### src/rtl/alu_wide_seq.sv
// alu_wide_seq: byte-serial sequencer running an external 8-bit alu for BYTES*8-bit ops
// in:  clk, rst (async, active high), start, op[3:0], xy, cin, a/b[W-1:0], alu_q[7:0], alu_cout
// out: busy, done (1-cycle pulse), q[W-1:0], cout, alu_a/alu_b[7:0], alu_op[3:0], alu_xy, alu_cin
module alu_wide_seq #(
  parameter int BYTES = 2
) (
  input  logic                 clk,
  input  logic                 rst,
  input  logic                 start,
  input  logic [3:0]           op,
  input  logic                 xy,
  input  logic                 cin,
  input  logic [8*BYTES-1:0]   a,
  input  logic [8*BYTES-1:0]   b,
  output logic                 busy,
  output logic                 done,
  output logic [8*BYTES-1:0]   q,
  output logic                 cout,
  output logic [7:0]           alu_a,
  output logic [7:0]           alu_b,
  output logic [3:0]           alu_op,
  output logic                 alu_xy,
  output logic                 alu_cin,
  input  logic [7:0]           alu_q,
  input  logic                 alu_cout
);
  localparam int W = 8*BYTES;
  localparam int CW = $clog2(BYTES+1);
  typedef enum logic {IDLE, RUN} state_t;
  state_t state, state_nxt;
  logic [CW-1:0] cnt, idx;
  logic [W-1:0] a_r, b_r, shadow, shadow_nxt;
  logic [3:0] op_r, chain_op;
  logic xy_r, cin_r, carry, msb_first, last, accept;
  always_comb begin
    // right shifts must walk from the top byte down so carry flows towards the LSB
    msb_first = op_r[3:2] == 2'b11 && xy_r;
    idx = msb_first ? CW'(BYTES-1) - cnt : cnt;
    // opcode used on every pass after the first: the carry-consuming variant
    chain_op = op_r[3:2] == 2'b11 ? (xy_r ? 4'hd : 4'h9) :
               op_r[3]            ? (xy_r ? 4'h8 : 4'h9) :
               op_r[2]            ? (op_r | 4'h1)        : op_r;
    last = cnt == CW'(BYTES-1);
    accept = start && state == IDLE;
    state_nxt = state == IDLE ? (start ? RUN : IDLE) : (last ? IDLE : RUN);
    busy = state == RUN;
    alu_a = busy ? a_r[idx*8 +: 8] : 8'h00;
    alu_b = busy ? b_r[idx*8 +: 8] : 8'h00;
    alu_op = !busy ? 4'h0 : cnt == '0 ? op_r : chain_op;
    alu_xy = busy && xy_r;
    alu_cin = busy && (cnt == '0 ? cin_r : carry);
    shadow_nxt = shadow;
    shadow_nxt[idx*8 +: 8] = alu_q;
  end
  always_ff @(posedge clk or posedge rst) begin
    if (rst) state <= IDLE;
    else state <= state_nxt;
  end
  always_ff @(posedge clk or posedge rst) begin
    if (rst) begin
      cnt <= '0;
      a_r <= '0;
      b_r <= '0;
      op_r <= '0;
      xy_r <= 1'b0;
      cin_r <= 1'b0;
      carry <= 1'b0;
      shadow <= '0;
      q <= '0;
      cout <= 1'b0;
      done <= 1'b0;
    end else begin
      done <= busy && last;
      if (accept) begin
        a_r <= a;
        b_r <= b;
        op_r <= op;
        xy_r <= xy;
        cin_r <= cin;
        cnt <= '0;
      end else if (busy) begin
        cnt <= last ? '0 : cnt + 1'b1;
        carry <= alu_cout;
        shadow <= shadow_nxt;
        if (last) begin
          q <= shadow_nxt;
          cout <= alu_cout;
        end
      end
    end
  end
endmodule

### config.mk
export PLATFORM = sky130hd
export DESIGN_NAME = alu_wide_seq
export DESIGN_NICKNAME = d
export VERILOG_FILES = /design/src/rtl/alu_wide_seq.sv
export SDC_FILE = /design/constraint.sdc
export NUM_CORES = 1
export LEC_CHECK = 0
export CORE_UTILIZATION = 35
export DETAILED_ROUTE_END_ITERATION = 8
export SYNTH_ARGS = -nofsm -noshare
export SYNTH_HDL_FRONTEND = slang
export SYNTH_SLANG_ARGS = --single-unit
### constraint.sdc
create_clock -name clk -period 6.8 [get_ports clk]
set_clock_uncertainty 0.1 [all_clocks]
set_input_delay 1.36 -clock clk [delete_from_list [all_inputs] [get_ports clk]]
set_output_delay 1.36 -clock clk [all_outputs]
set_load 0.05 [all_outputs]
==> results.md <==
* Startpoint class of the critical path: flop
* Clock sink count at 76
* CTS Buf Count at 9
* Share of layout cells above drive strength 1 at 16.99%
* Die area at between 10,000 and 15,000 um^2
* HP Class: reg -> reg
* Syn Inst Count at 338
* First-pass GRT wire length at about 14 mm
* First-pass DRT Iterations at 7
* EDFF count, synth at 0
* Fraction of registers with async set/reset at 100.0%
* I/O Buffers at 90
* Post-CTS resize count at 0
* DRT antenna net count at 0
* CP endpoint kind: output port
* GPL Wtd Cong at roughly 0.77
* Antenna diode count at 0
* Library cells used by synthesis at 34
* Main flop type after synthesis: dfrtp_1
* Tcrit/Tclk final at approximately two thirds
* Top cell type's share of synthesized area at between 50% and 60%
* Data required time of the worst path at around 5.3 ns
* CTS HTree Levels at 3
* Register area share after synthesis at 53.02%
* Grt ovf at 0
* Kind of critical path: reg -> out
* Fin Setup TNS at 0 ns
* Slew Limit Fails at 0
* Normalized max-slew margin at 23.99%
* Hold_buf cts at 0
* Avg Cell Area, Syn at 10.61 um^2
* Average wire per standard cell at 15.53 um
* Root Driver: clkbuf_8
* Nets@finish at about 470
* Largest net degree at the start of global routing at 77
* Arrival @ worst endpoint at between 3 and 4 ns
* Die width at a little over 100 um
* Post-Syn Nets at roughly 390
* Finish-stage setup viols at 0
* Synth top area cells: dfrtp_1 53%, mux2_2 13%, nand2_1 4.0%, o21ai_0 3.8%, a21oi_1 3.5%
* Die Span Y at between 100 and 150 um
* Buffer count from post-CTS setup fixing at 0
* Via Count at 2,756
* Clk_lat worst skew at between 0.3 and 0.4 ns
* Outcome: complete, no violations
* Fin crit period at 4.535 ns
* Vias in the first global route at 2,751
* DR vias/cell at approximately 5
* Tightest Pin Transition at about 1.1 ns
* Core ar. at between 9000 and 10,000 um^2
* RSZ-0062 raised after global routing: no
* Mapped Area at ~3600 um^2
* Initial Util at between 30% and 40%
* Initial antenna violation count at 0
* # rows at 36
* Dominant cell type by area after synthesis: dfrtp_1
* Max Fclk at ~0.22 GHz
* CP max FO at 24
* Count of final hold-check violations at 0
* DRC violations left at 0
* YS warnings at 0
* Initial DRC count at between 100 and 150
* CTS Buffer Depth at 2
* Gr usage total at ~17%
* Leading cell types by count after synthesis: 76 x dfrtp_1, 40 x mux2_2, 38 x nand2_1
* Number of top-level pins at just over 90
* Reg clk slew, reported paths at roughly 0.080 ns
* Most common cell in the netlist: dfrtp_1
* CTS tree: done
* Flops & latches, synth at between 70 and 80
* Area Growth Syn to Fin at 32.26%
* DP Wirelength at 5.654 mm
* Final WL at roughly 8.6 mm
* Total of max-cap violations at 0
[layer usage]
metal / vias up / part of all wire (%) / global-route usage, %
met5: - / 0 / 0
met1: 1325 / 48 / 24.53
met3: 12 / 6.1 / 4.167
met2: 79 / 45 / 26.56
met4: 0 / 1.3 / 5.850
li1: 1340 / - / -
[area by class of cell]
cell class / instances / area, um^2
multi-input cells: 230 / 1531
clock inverters: 5 / 75.07
well taps: 133 / 166.4
clock buffers: 11 / 141.4
inverters: 5 / 20.02
flip-flops and latches: 76 / 1902
fillers: 944 / 5120
repair buffers: 91 / 908.4
[critical path, stage by stage, from the launching register on]
cell	delay, ns
dfrtp_1	0.47
a31oi_2	0.95
o21ai_0	0.23
a21oi_1	0.23
clkdlybuf4s50_1	0.85
[sequential cells by signal (all words and copies together), names as in the netlist, 2 cells and up]
register / flops
a_r: 16
b_r: 16
cnt: 2
op_r: 4
q: 16
shadow: 16
[worst paths after layout]
kind	cells past startpoint	end	slack, ns	start
worst max-delay path	4	alu_a[0]	2.27	op_r[3]$_DFFE_PP0P_
worst min-delay path	2	shadow[3]$_DFFE_PP0P_	0.38	shadow[3]$_DFFE_PP0P_
worst max register to register	6	q[7]$_DFFE_PP0P_	3.91	cnt[0]$_DFFE_PP0P_
worst min register to register	2	shadow[3]$_DFFE_PP0P_	0.38	shadow[3]$_DFFE_PP0P_
max in group asynchronous	3	cnt[0]$_DFFE_PP0P_	4.47	rst
min in group asynchronous	3	b_r[0]$_DFFE_PP0P_	1.53	rst
[metrics by stage]
step / instance area, um^2 / worst slack, ns / hold WS [ns] / cells / util [%]
finish: 4745 / 2.265 / 0.3793 / 551 / 48.10
global route: 4745 / 2.021 / 0.4194 / 551 / 48.10
CTS: 4745 / 2.206 / 0.3848 / 551 / 48.10
detailed placement: 4528 / 2.592 / 0.3675 / 535 / 45.90
global placement: 4528 / 2.579 / 0.3625 / 535 / 45.90
floorplan: 3587 / 3.169 / 0.3505 / 338 / -
[logic make-up (layout without fill, tap and decap cells)]
family          Yosys count  after routing  synth area share, %
flops                    76             76                53.02
buf+inv                  32            112                4.499
mux                      40             40                12.56
compound gates           92             92                16.25
fa+ha+maj                 3              3                1.047
simple gates             95             95                12.63
[layout by cell type, fill, tap and decap left out, types with 2 or more instances in the layout]
cell / netlist / routed
clkdlybuf4s50_1: 0 / 90
ha_1: 3 / 3
nor2_1: 19 / 19
o21ai_2: 8 / 8
clkbuf_8: 0 / 10
a21oi_1: 25 / 25
clkinv_2: 0 / 4
nand3_1: 17 / 17
nand2b_1: 9 / 9
inv_1: 5 / 4
bufinv_16: 0 / 2
and3b_1: 2 / 2
mux2_2: 40 / 40
o211ai_1: 8 / 8
dfrtp_1: 76 / 76
a31oi_1: 8 / 8
o21ai_0: 27 / 27
a32oi_1: 8 / 8
nand2_1: 38 / 38
and2_1: 4 / 4
Power is left out: the tool's default activity adds up to more than one toggle a clock period on the data nets, which glitch-free logic cannot reach.
